**src/rtl/fetch_stage_pkg.sv**
```systemverilog
// Shared fetch-stage types: the buffered PC pair, the fetch FSM states and the reset vector.
package rv32i_types;

    localparam logic [31:0] RESET_PC_DEFAULT = 32'h1eceb000;

    typedef struct packed {
        logic [31:0] fetch_pc_curr;
        logic [31:0] fetch_pc_next;
    } fetch_output_reg_t;

    typedef enum logic [1:0] {
        FETCH_REQ  = 2'd0,
        FETCH_WAIT = 2'd1,
        FETCH_HOLD = 2'd2
    } fetch_state_t;

    function automatic logic [31:0] word_align(input logic [31:0] addr);
        return addr & 32'hFFFF_FFFC;
    endfunction

endpackage

```
**src/rtl/fetch_stage.sv**
```systemverilog
// Single-outstanding instruction fetch with a one-entry decode buffer and
// redirect handling that drops responses to pre-redirect requests.
module fetch_stage
    import rv32i_types::*;
#(
    parameter logic [31:0] RESET_PC = RESET_PC_DEFAULT
) (
    input  logic              clk,
    input  logic              rst,
    output logic [31:0]       imem_addr,
    output logic [3:0]        imem_rmask,
    input  logic [31:0]       imem_rdata,
    input  logic              imem_resp,
    input  logic              stall_inst,
    input  logic              redirect_valid,
    input  logic [31:0]       redirect_pc,
    output fetch_output_reg_t fetch_output,
    output logic [31:0]       inst_rdata,
    output logic              inst_valid
);

    fetch_state_t      state_q;
    logic [31:0]       pc_q;
    logic              discard_q;
    logic              inst_valid_q;
    logic [31:0]       inst_rdata_q;
    fetch_output_reg_t fetch_output_q;

    logic [31:0] pc_plus4;
    logic [31:0] redirect_tgt;
    logic        fetch_req;

    assign pc_plus4     = pc_q + 32'd4;
    assign redirect_tgt = word_align(redirect_pc);

    // Gated by rst so the request pulse is suppressed while reset is held.
    assign fetch_req = rst && ((state_q == FETCH_REQ) ||
                               (state_q == FETCH_HOLD && !stall_inst && !redirect_valid));

    assign imem_rmask   = fetch_req ? 4'hF : 4'h0;
    assign imem_addr    = pc_q;
    assign inst_valid   = inst_valid_q;
    assign inst_rdata   = inst_rdata_q;
    assign fetch_output = fetch_output_q;

    always_ff @(posedge clk or negedge rst) begin
        if (!rst) begin
            state_q        <= FETCH_REQ;
            pc_q           <= RESET_PC;
            discard_q      <= 1'b0;
            inst_valid_q   <= 1'b0;
            inst_rdata_q   <= '0;
            fetch_output_q <= '0;
        end else if (redirect_valid) begin
            pc_q         <= redirect_tgt;
            inst_valid_q <= 1'b0;
            case (state_q)
                FETCH_REQ: begin
                    state_q   <= FETCH_WAIT;
                    discard_q <= 1'b1;
                end
                FETCH_WAIT: begin
                    // A response landing with the redirect retires the stale request.
                    if (imem_resp) begin
                        state_q   <= FETCH_REQ;
                        discard_q <= 1'b0;
                    end else begin
                        discard_q <= 1'b1;
                    end
                end
                default: begin
                    state_q <= FETCH_REQ;
                end
            endcase
        end else begin
            case (state_q)
                FETCH_REQ: begin
                    state_q <= FETCH_WAIT;
                end
                FETCH_WAIT: begin
                    if (imem_resp && discard_q) begin
                        discard_q <= 1'b0;
                        state_q   <= FETCH_REQ;
                    end else if (imem_resp) begin
                        inst_rdata_q                 <= imem_rdata;
                        fetch_output_q.fetch_pc_curr <= pc_q;
                        fetch_output_q.fetch_pc_next <= pc_plus4;
                        inst_valid_q                 <= 1'b1;
                        pc_q                         <= pc_plus4;
                        state_q                      <= FETCH_HOLD;
                    end
                end
                FETCH_HOLD: begin
                    if (!stall_inst) begin
                        inst_valid_q <= 1'b0;
                        state_q      <= FETCH_WAIT;
                    end
                end
                default: begin
                    state_q <= FETCH_REQ;
                end
            endcase
        end
    end

endmodule

```
**config.mk**
```make
export PLATFORM = sky130hd
export DESIGN_NAME = fetch_stage
export DESIGN_NICKNAME = d
export VERILOG_FILES = /design/src/rtl/fetch_stage_pkg.sv /design/src/rtl/fetch_stage.sv
export SDC_FILE = /design/constraint.sdc
export NUM_CORES = 1
export LEC_CHECK = 0
export BUFFER_PORTS_ARGS = -buffer_cell sky130_fd_sc_hd__buf_4
export CAP_MARGIN = 0
export CORE_ASPECT_RATIO = 1.75
export CORE_MARGIN = 8
export CORE_UTILIZATION = 40
export DETAILED_ROUTE_END_ITERATION = 10
export PLACE_DENSITY = 0.66
export SKIP_CTS_REPAIR_TIMING = 1
export SLEW_MARGIN = 40
export SYNTH_ARGS = -nofsm -noshare
export SYNTH_HDL_FRONTEND = slang
export SYNTH_SLANG_ARGS = --single-unit
```
**constraint.sdc**
```tcl
create_clock -name clk -period 3.2 [get_ports clk]
set_clock_uncertainty 0.1 [all_clocks]
set_input_delay 0.64 -clock clk [delete_from_list [all_inputs] [get_ports clk]]
set_output_delay 0.64 -clock clk [all_outputs]
set_load 0.03 [all_outputs]
```
=== Yosys cells after proc, flatten, opt, wreduce, memory -nomap -nowiden ===
Cells that the tools add are included.

* Multiplexer cells: 22
* Divide/modulo/power cells: 0
* $add $sub $neg: 1
* Multiply operators: 0
* Shifts and indexed selects: 0
* Equal/unequal tests: 8
* Magnitude comparators: 0
* Bitwise operators: 2
* Reductions and logical operators: 18

{| class="wikitable"
|+ Operator list
! kind !! number
|-
| two-way mux 32 bit || 4
|-
| adder 32 x 3 -> 32 bit (second input constant) || 1
|-
| != test 3 bit (second input constant) || 5
|-
| two-way mux 2 bit || 5
|-
| AND reduction 3 bit || 3
|-
| two-way mux 1 bit || 8
|-
| AND reduction 4 bit || 2
|-
| nonzero test 2 bit || 4
|-
| case mux 2 bit (3 select lines) || 1
|-
| logical AND 1 bit || 4
|-
| two-way mux 4 bit || 1
|-
| case mux 1 bit (2 select lines) || 2
|-
| case mux 2 bit (2 select lines) || 1
|-
| nonzero test 3 bit || 1
|-
| equality test 2 x 1 -> 1 bit (second input constant) || 1
|-
| equality test 2 bit (second input constant) || 1
|-
| zero test 1 bit || 2
|-
| zero test 2 bit || 1
|-
| != test 2 bit (second input constant) || 1
|-
| NOT 1 bit || 2
|-
| logical OR 1 bit || 1
|}

* Memories: 0
* Latch bits: 0
* Word-level logic and storage cells: 58
* Output and inout bits: 133
* Flip-flop bits (word level): 132
* Bits of input ports: 69
* Bits in writable memories: 0
* Bits in read-only memories: 0

=== Logic depth before layout (Yosys ltp) ===
Gate-level depths: netlist of the first run.

* Word-level depth: 6
* Gate-level depth with buffers: 7
* Depth with buffers taken out: 5

=== Worst setup path before layout of the first run ===
No wires, ideal clock.

* Path type: register to register
* Start point: reg pc_q[2] (netlist: imem_addr[2])
* End point: reg pc_q[28] (netlist: imem_addr[28])
* Setup slack: 772 ps
* Stages on the path, launching flop included: 7
* Data arrival time: 2251 ps
* Required time: 3023 ps
* Cell sequence: dfrtp_1 ha_1 nand3_1 or4_4 buf_6 or4_1 a31oi_1

* Longest elaborated chain between the ends: 5

{| class="wikitable"
|+ Ends and longest elaborated chain
! element !! line !! source
|-
| start, declared || fetch_stage.sv:23 || <nowiki>logic [31:0] pc_q;</nowiki>
|-
| start signal, assigned || fetch_stage.sv:55 || <nowiki>pc_q <= redirect_tgt;</nowiki>
|-
| start signal, assigned || fetch_stage.sv:89 || <nowiki>pc_q <= pc_plus4;</nowiki>
|-
| adder 32 x 3 -> 32 bit || fetch_stage.sv:33 || <nowiki>assign pc_plus4 = pc_q + 32'd4;</nowiki>
|-
| two-way mux 32 bit || fetch_stage.sv:84 || <nowiki>end else if (imem_resp) begin</nowiki>
|-
| two-way mux 32 bit || fetch_stage.sv:81 || <nowiki>if (imem_resp && discard_q) begin</nowiki>
|-
| two-way mux 32 bit || fetch_stage.sv:76 || <nowiki>case (state_q)</nowiki>
|-
| two-way mux 32 bit || fetch_stage.sv:54 || <nowiki>end else if (redirect_valid) begin</nowiki>
|}

No other way between the ends. The select of a mux whose other input is x is not followed.
A chain may end at the register's enable or synchronous reset.

=== Worst setup path in the final report of the first run ===
* Start point: reg pc_q[2] (netlist: imem_addr[2])
* End point: reg pc_q[24] (netlist: imem_addr[24])

Same word-level chain as after synthesis.

==> flow_metrics.tcl, run 1 <==
set metrics [dict create \
    async_reset_ff_share_pct 100 \
    fp.dieH_um 177 \
    start_util_pct 41.0 \
    slew_headroom_pct 60.4 \
    ys_seq_elements 126 \
    path_max_fanout 30 \
    slew_violations 0 \
    critical_path_buf_inv_count 0 \
    drtAntennaViolNets 0 \
    grt.overflow.total 0 \
    htree_levels 4 \
    io_pins 202 \
    crit_path_start_kind "flop" \
    nFillCells 1329 \
    first_global_vias 5532 \
    fmax_mhz 393 \
    place_inst 996 \
    final_common_cell "nand2_1" \
    cp-startpoint "imem_addr[2]" \
    place_congestion 0.787 \
    clk_pin_slew_ns 0.06 \
    holdWs_ns 0.179 \
    drc 0 \
    syn_to_final_growth_pct 36.8 \
    finalHoldViolCount 0 \
    cts_tree "done" \
    antenna_found_initial 0 \
    irDropWorstVdd_uv 362 \
    setup_violations 0 \
    crit_slowest_cell "or4_4" \
    clk_latency_ns 0.41 \
    drive_above_1_share_pct 30.1 \
    cp-end-kind "flop" \
    power.density_nw_per_um2 870 \
    root_buffer "clkbuf_16" \
    drt-wirelength-per-cell_um 17.7 \
    crit_chain "ha_1, nand3_1, or4_4, or4_1, a31oi_1" \
    viasPerCell 5.16 \
    p_leak_nw 3.83 \
    status "completed" \
    die_width_um 108 \
    cts.path.max_buffers 2 \
    io_buffers 193 \
    routed_wl_um 18200 \
    synth_enable_flop_cells 0 \
    cp_data_required_time_ns 3.41 \
    antennaDiodeCount 0 \
    syn_area_um2 5890 \
    hp-class "input pin to asynchronous set/reset pin" \
    instances_no_fill 1027 \
    synthCells 667 \
    rsz0062_at_grt "false" \
    avgSynthCellArea_um2 8.84 \
    nets 905 \
    p_total_w 0.00702 \
    ys_warn_count 0 \
    die-area_um2 19000 \
    seq_area_frac_synth_pct 53.7 \
    r2r-start "imem_addr[2]" \
    grt_usage_pct 19.4 \
    synth.distinct_cells 47 \
    min_period_ns 2.55 \
    grt_pass1_wl_um 29100 \
    core_um2 14400 \
    fin_tns_setup_ns 0 \
    criticalPathCategory "flop to flop" \
    cap_violations 0 \
    post-dp-hpwl_um 13100 \
    cts.sinks 126 \
    rows 58 \
    synth_flop_cell "dfrtp_1" \
    critical_path.max_stage_delay_ns 0.69 \
    grt_max_degree 86 \
    min_period_over_period_pct 79.5 \
    first_iter_violations 230 \
    drtPass1Iterations 4 \
    tightestPinTransition_ns 0.594 \
    num_vias 5298 \
    cp_data_arrival_time_ns 2.76 \
    crit_family "simple AND/OR/NAND/NOR gates" \
    cts_buffers 17 \
    final_cell_mix "nand2_1, buf_4, dfrtp_1, o21ai_0, nor2_1" \
]
path summary, 6_finish.rpt:
kind                               endpoint  slack (ns)  cells past startpoint
setup / recovery              imem_addr[24]        0.65                      5
setup reg to reg              imem_addr[24]        0.65                      5
min in group clk             inst_rdata[29]        0.32                      3
hold / removal                   inst_valid        0.18                      2
hold reg to reg              inst_rdata[10]        0.37                      2
max in group asynchronous  fetch_output[46]        1.80                      3
power by group:
group | leakage, nW | internal (W) | switching (W)
combinational | 2.02 | 0.000925 | 0.00167
sequential | 1.52 | 0.00209 | 0.000348
clock | 0.288 | 0.00127 | 0.000716
cells by family after synthesis:
group	synth area share (%)
adders and majority gates	0.212
and+or+nand+nor	27.7
AOI/OAI and AO/OA	9.72
other	0.0636
buffers and inverters	4.95
DFF	53.7
muxes	0.170
xor gates and xnor gates	3.42
layout make-up:
cell class | count | area [um2] | share of cell area [%]
clock inverters | 12 | 160 | 1.99
inverters | 4 | 15.0 | 0.186
flip-flops and latches | 126 | 3170 | 39.3
clock buffers | 19 | 453 | 5.62
multi-input cells | 483 | 2470 | 30.6
repair buffers | 203 | 1570 | 19.5
well taps | 180 | 225 | 2.79
metal layers:
metal | vias to the layer above | routed length [um] | global-route usage [%]
met5 | - | 0 | 0
met4 | 0 | 318 | 7.33
met3 | 17 | 1210 | 5.29
met2 | 166 | 9990 | 35.4
met1 | 2527 | 6660 | 20.2
li1 | 2588 | - | -
worst reg2reg max path: stages, from the launching register on:
cell and delay, ns:
dfrtp_1 0.49, ha_1 0.26, nand3_1 0.17, or4_4 0.69, or4_1 0.55, a31oi_1 0.20
registers in the layout (all words and copies together) (netlist names):
signal and flops:
inst_rdata 32, fetch_output 60, imem_addr 30, state_q 2, inst_valid 1, discard_q 1
through the flow:
step	instance area (um2)	setup slack, ns	utilization [%]
2_1_floorplan	5910	0.772	-
3_3_place_gp	7440	0.736	51.8
3_5_place_dp	7440	0.678	51.8
4_1_cts	8060	0.649	56.1
5_1_grt	8060	0.527	56.1
6_report	8060	0.655	56.1
cell usage after synthesis, types with 3 or more instances:
cell      count  area [um2]
a22oi_1       4        30.0
a31oi_1      25         156
and3_1        5        31.3
and4_1        4        35.0
buf_1         5        18.8
buf_2         7        35.0
buf_4        10        75.1
clkbuf_1     35         131
dfrtp_1     114        2850
dfstp_2      12         315
inv_1         4        15.0
nand2_1     221         830
nand3_1      17        85.1
nand3b_1      3        22.5
nand4_1       9        56.3
nor2_1       35         131
nor2b_1       3        18.8
nor3_1        9        45.0
nor4_1        5        31.3
o211ai_1      4        30.0
o21ai_0      43         215
o31ai_1      12        90.1
or3_1        14        87.6
or4_1        19         143
xnor2_1      18         158
xor2_1        5        43.8
Power figures use the tool's default switching activity.
==> run 2, diff against run 1 <==
clock period = 2.6 ns   (was 3.2 ns; I/O delays follow)
==> run 2 against run 1 <==
Non-clock buffer count grew 12. Utilization rose by 0.17 points. Critical path type unchanged. Sequential power increased by 22%. Critical path depth shrank 1.
==> flow_metrics.tcl, run 2 (same netlist as run 1, synthesis figures left out) <==
set metrics [dict create \
    p_leak_nw 3.86 \
    grt_pass1_wl_um 29300 \
    htree_levels 4 \
    first_iter_violations 244 \
    r2r-start "imem_addr[12]" \
    crit_chain "nand3_2, or4_4, or4_1, a31oi_1" \
    intPower_w 0.00509 \
    syn_to_final_growth_pct 37.2 \
    nFillCells 1313 \
    cp_data_required_time_ns 2.83 \
    hp-class "input pin to asynchronous set/reset pin" \
    cap_violations 0 \
    grt.overflow.total 0 \
    path_depth 4 \
    p_comb_share_pct 38.3 \
    path_max_fanout 30 \
    drc 0 \
    r2r_slack_ns 0.22 \
    irDropWorstVdd_uv 524 \
    cts_tree "done" \
    routed_wl_um 18400 \
    viasPerCell 5.19 \
    min_period_ns 2.38 \
    place_inst 1008 \
    drtPass1Iterations 4 \
    cp-end-kind "flop" \
    drive_above_1_share_pct 31.1 \
    criticalPathCategory "flop to flop" \
    antenna_found_initial 0 \
    fp.dieH_um 177 \
    setup_violations 0 \
    die-area_um2 19000 \
    crit_family "simple AND/OR/NAND/NOR gates" \
    root_buffer "clkbuf_16" \
    start_util_pct 41.0 \
    final_common_cell "nand2_1" \
    largest_reg_flops 60 \
    cp_data_arrival_time_ns 2.62 \
    design_area_um2 8090 \
    switching_share_pct 40.0 \
    clkPwrFrac_pct 26.7 \
    timing.rr.end "imem_addr[28]" \
    dpl-instance-area_um2 7520 \
    cts.path.max_buffers 2 \
    clk_latency_ns 0.42 \
    rows 58 \
    die_width_um 108 \
    first_global_vias 5608 \
    grt_usage_pct 19.5 \
    cts_buffers 17 \
    tightestPinTransition_ns 0.712 \
    r2r_cells 4 \
    slew_violations 0 \
    nets 917 \
    status "completed" \
    crit_path_start_kind "flop" \
    fmax_mhz 419 \
    final_cell_mix "nand2_1, buf_4, dfrtp_1, o21ai_0, nor2_1" \
    clk_pin_slew_ns 0.06 \
    power.density_nw_per_um2 1050 \
    endpoint "imem_addr[28]" \
    finalHoldViolCount 0 \
    rsz0062_at_grt "false" \
    cts.sinks 126 \
    drtAntennaViolNets 0 \
    min_period_over_period_pct 91.7 \
    slew_headroom_pct 52.5 \
    drt-wirelength-per-cell_um 17.7 \
    critical_path_buf_inv_count 0 \
    p_seq_share_pct 35.0 \
    core_um2 14400 \
    io_pins 202 \
    antennaDiodeCount 0 \
    io_buffers 193 \
    critical_path.max_stage_delay_ns 0.72 \
    power.switching_w 0.00340 \
    num_vias 5390 \
    instances_no_fill 1039 \
    post-dp-hpwl_um 13400 \
    grt_max_degree 127 \
    crit_slowest_cell "or4_4" \
    cp-startpoint "imem_addr[12]" \
    fin_tns_setup_ns 0 \
    place_congestion 0.811 \
]
## run 2: cell types whose count changed in the layout (fill, tap and decap cells not counted), sizes merged
cell	previous run	this run
buf	203	215
bufinv	3	1
clkinv	3	5
## run 2: worst reg2reg max path: cells and delay by family (launching register included)
kind               cells  cell delay, ns
AOI/OAI and AO/OA      1            0.18
and+or+nand+nor        3            1.42
DFF                    1            0.61
## run 2: routing by layer
metal,vias up,GRT usage [%],wire [um]
li1,2609,-,-
met4,0,9.71,631
met3,32,5.48,1280
met2,176,34.4,9800
met5,-,0,0
met1,2573,20.6,6670
## run 2: layout make-up
class	instances	area (um2)	area share, %
clock buffers	19	453	5.60
clock inverters	12	114	1.41
inverters	4	15.0	0.186
multi-input cells	483	2470	30.5
flip-flops and latches	126	3170	39.2
well taps	180	225	2.78
repair buffers	215	1640	20.3
## run 2: worst min path at each step
stage                             endpoint             start
after global placement       inst_rdata[8]     inst_rdata[8]
after floorplan                  discard_q               rst
after CTS                       state_q[0]               rst
final                           state_q[0]               rst
after detailed placement  fetch_output[59]  fetch_output[59]
after global routing            inst_valid               rst
## run 2: power by group through the flow
stage	Combinational (W)	Clock, W	Sequential (W)
2_1_floorplan	0.000695	0	0.00413
4_1_cts	0.00331	0.00231	0.00298
6_report	0.00325	0.00226	0.00298
3_5_place_dp	0.00330	0	0.00301
5_1_grt	0.00348	0.00239	0.00306
3_3_place_gp	0.00325	0	0.00298
## run 2: stage by stage
step	total power [W]	worst slack, ns	hold slack (ns)	util (%)
floorplan	0.00483	0.172	0.124	-
global placement	0.00623	0.288	0.358	52.3
detailed placement	0.00631	0.242	0.365	52.3
CTS	0.00860	0.224	0.131	56.3
global route	0.00893	0.139	0.146	56.3
finish	0.00849	0.216	0.0688	56.3
==> run 3, diff against run 2 <==
==> constraint.sdc (replaced) <==
create_clock -name clk -period 2.6 [get_ports clk]
set_clock_uncertainty 0.1 [all_clocks]
set_input_delay 0.39 -clock clk [delete_from_list [all_inputs] [get_ports clk]]
set_output_delay 0.39 -clock clk [all_outputs]
set_load 0.03 [all_outputs]
==> run 3 against run 2 <==
The run now ends with hold timing left. Global-route usage up 0.22 points. Non-clock buffer count increased by 1. Critical path depth stayed put. Clock power up 11%. Setup slack got worse by 0.012 ns. Combinational power hardly changed. First-iteration DRC count rose by 32%. Hold slack got worse by 0.12 ns. Via count hardly changed. Sequential share of layout area decreased by 0.30 points.
==> flow_metrics.tcl, run 3 (same netlist as run 1, synthesis figures left out) <==
set metrics [dict create \
    io_pins 202 \
    slew_headroom_pct 52.7 \
    p_leak_nw 3.89 \
    timing.rr.end "imem_addr[28]" \
    p_total_w 0.00874 \
    endpoint "imem_addr[28]" \
    syn_to_final_growth_pct 38.3 \
    r2r_slack_ns 0.20 \
    drtPass1Iterations 4 \
    cts.path.max_buffers 2 \
    grt_use_met3_pct 5.88 \
    largest_reg_flops 60 \
    clk_pin_slew_ns 0.06 \
    place_inst 1009 \
    clk_latency_ns 0.42 \
    nFillCells 1307 \
    holdWs_ns -0.0531 \
    setup_violations 0 \
    switching_share_pct 38.9 \
    post-dp-hpwl_um 13400 \
    use_met2_pct 34.6 \
    power.density_nw_per_um2 1070 \
    cap_violations 0 \
    crit_chain "nand4_2, or4_4, or4_1, a31oi_1" \
    drt-wirelength-per-cell_um 17.7 \
    rows 58 \
    path_depth 4 \
    drtAntennaViolNets 0 \
    min_period_ns 2.40 \
    root_buffer "clkbuf_16" \
    grt_pass1_wl_um 29600 \
    instances_no_fill 1041 \
    grt_usage_pct 19.8 \
    criticalPathCategory "flop to flop" \
    die_width_um 108 \
    crit_slowest_cell "or4_4" \
    num_vias 5393 \
    p_seq_share_pct 34.1 \
    fp.dieH_um 177 \
    r2r-start "imem_addr[6]" \
    core_um2 14400 \
    path_max_fanout 30 \
    status "complete, but fails checks" \
    htree_levels 4 \
    cp_data_required_time_ns 2.84 \
    crit_path_start_kind "flop" \
    top_usage_layer "met2" \
    cts.sinks 126 \
    antennaDiodeCount 0 \
    routed_wl_um 18400 \
    cp_data_arrival_time_ns 2.64 \
    min_period_over_period_pct 92.1 \
    cts_tree "done" \
    slew_violations 0 \
    postLayoutCoreUtil_pct 56.7 \
    die-area_um2 19000 \
    critical_path.max_stage_delay_ns 0.64 \
    final_common_cell "nand2_1" \
    nets 918 \
    cts_buffers 17 \
    viasPerCell 5.18 \
    power.switching_w 0.00340 \
    tightestPinTransition_ns 0.709 \
    cp-end-kind "flop" \
    antenna_found_initial 0 \
    first_iter_violations 323 \
    critical_path_buf_inv_count 0 \
    io_buffers 193 \
    drc 0 \
    p_comb_share_pct 37.2 \
    fmax_mhz 417 \
    crit_family "simple AND/OR/NAND/NOR gates" \
    irDropWorstVdd_uv 593 \
    final_cell_mix "nand2_1, buf_4, dfrtp_1, o21ai_0, nor2_1" \
    cp-startpoint "imem_addr[6]" \
    drive_above_1_share_pct 31.0 \
    finalHoldViolCount 45 \
    fin_tns_setup_ns 0 \
    r2r_cells 4 \
    failed_checks "hold timing" \
    place_congestion 0.806 \
    grt_max_degree 127 \
    intPower_w 0.00534 \
    gr-usage-met1_pct 21.1 \
    grt.overflow.total 0 \
    first_global_vias 5659 \
    start_util_pct 41.0 \
    clkPwrFrac_pct 28.8 \
    hp-class "input pin to asynchronous set/reset pin" \
    rsz0062_at_grt "false" \
]
[run 3: cell types whose count changed in the layout (fill, tap and decap cells not counted)]
cell,change
clkinvlp_4,-2
clkbuf_8,-2
bufinv_16,+3
buf_4,+1
clkbuf_1,+2
[run 3: power groups by stage]
stage          sequential [W]  clock [W]  combinational [W]
2_1_floorplan         0.00413          0           0.000695
3_3_place_gp          0.00297          0            0.00326
3_5_place_dp          0.00301          0            0.00330
4_1_cts               0.00298    0.00255            0.00331
5_1_grt               0.00307    0.00265            0.00348
6_report              0.00298    0.00251            0.00325
[run 3: worst register-to-register path, stage by stage (launching register included)]
cell and delay, ns:
dfrtp_1 0.56, nand4_2 0.29, or4_4 0.64, or4_1 0.55, a31oi_1 0.18
[run 3: how the worst min path moves through the flow]
stage / to
after global placement: inst_rdata[8]
after CTS: fetch_output[63]
final: inst_valid
after floorplan: discard_q
after global routing: inst_valid
after detailed placement: inst_rdata[5]
[run 3: final cells by class]
type | instances | area (um2) | share of cell area (%)
flip-flops and latches | 126 | 3170 | 38.9
clock buffers | 19 | 433 | 5.31
well taps | 180 | 225 | 2.76
repair buffers | 216 | 1650 | 20.2
clock inverters | 13 | 189 | 2.32
multi-input cells | 483 | 2470 | 30.3
inverters | 4 | 15.0 | 0.184
[run 3: through the flow]
step / area [um2] / setup WS, ns
6_report: 8150 / 0.204
5_1_grt: 8150 / 0.0697
4_1_cts: 8150 / 0.215
3_5_place_dp: 7530 / 0.228
3_3_place_gp: 7530 / 0.279
2_1_floorplan: 5910 / 0.172
[run 3: routing by layer]
| metal | routed length (um) | vias to the layer above |
|---|---|---|
| li1 | - | 2611 |
| met1 | 6750 | 2587 |
| met2 | 9880 | 165 |
| met3 | 1220 | 30 |
| met4 | 584 | 0 |
| met5 | 0 | - |
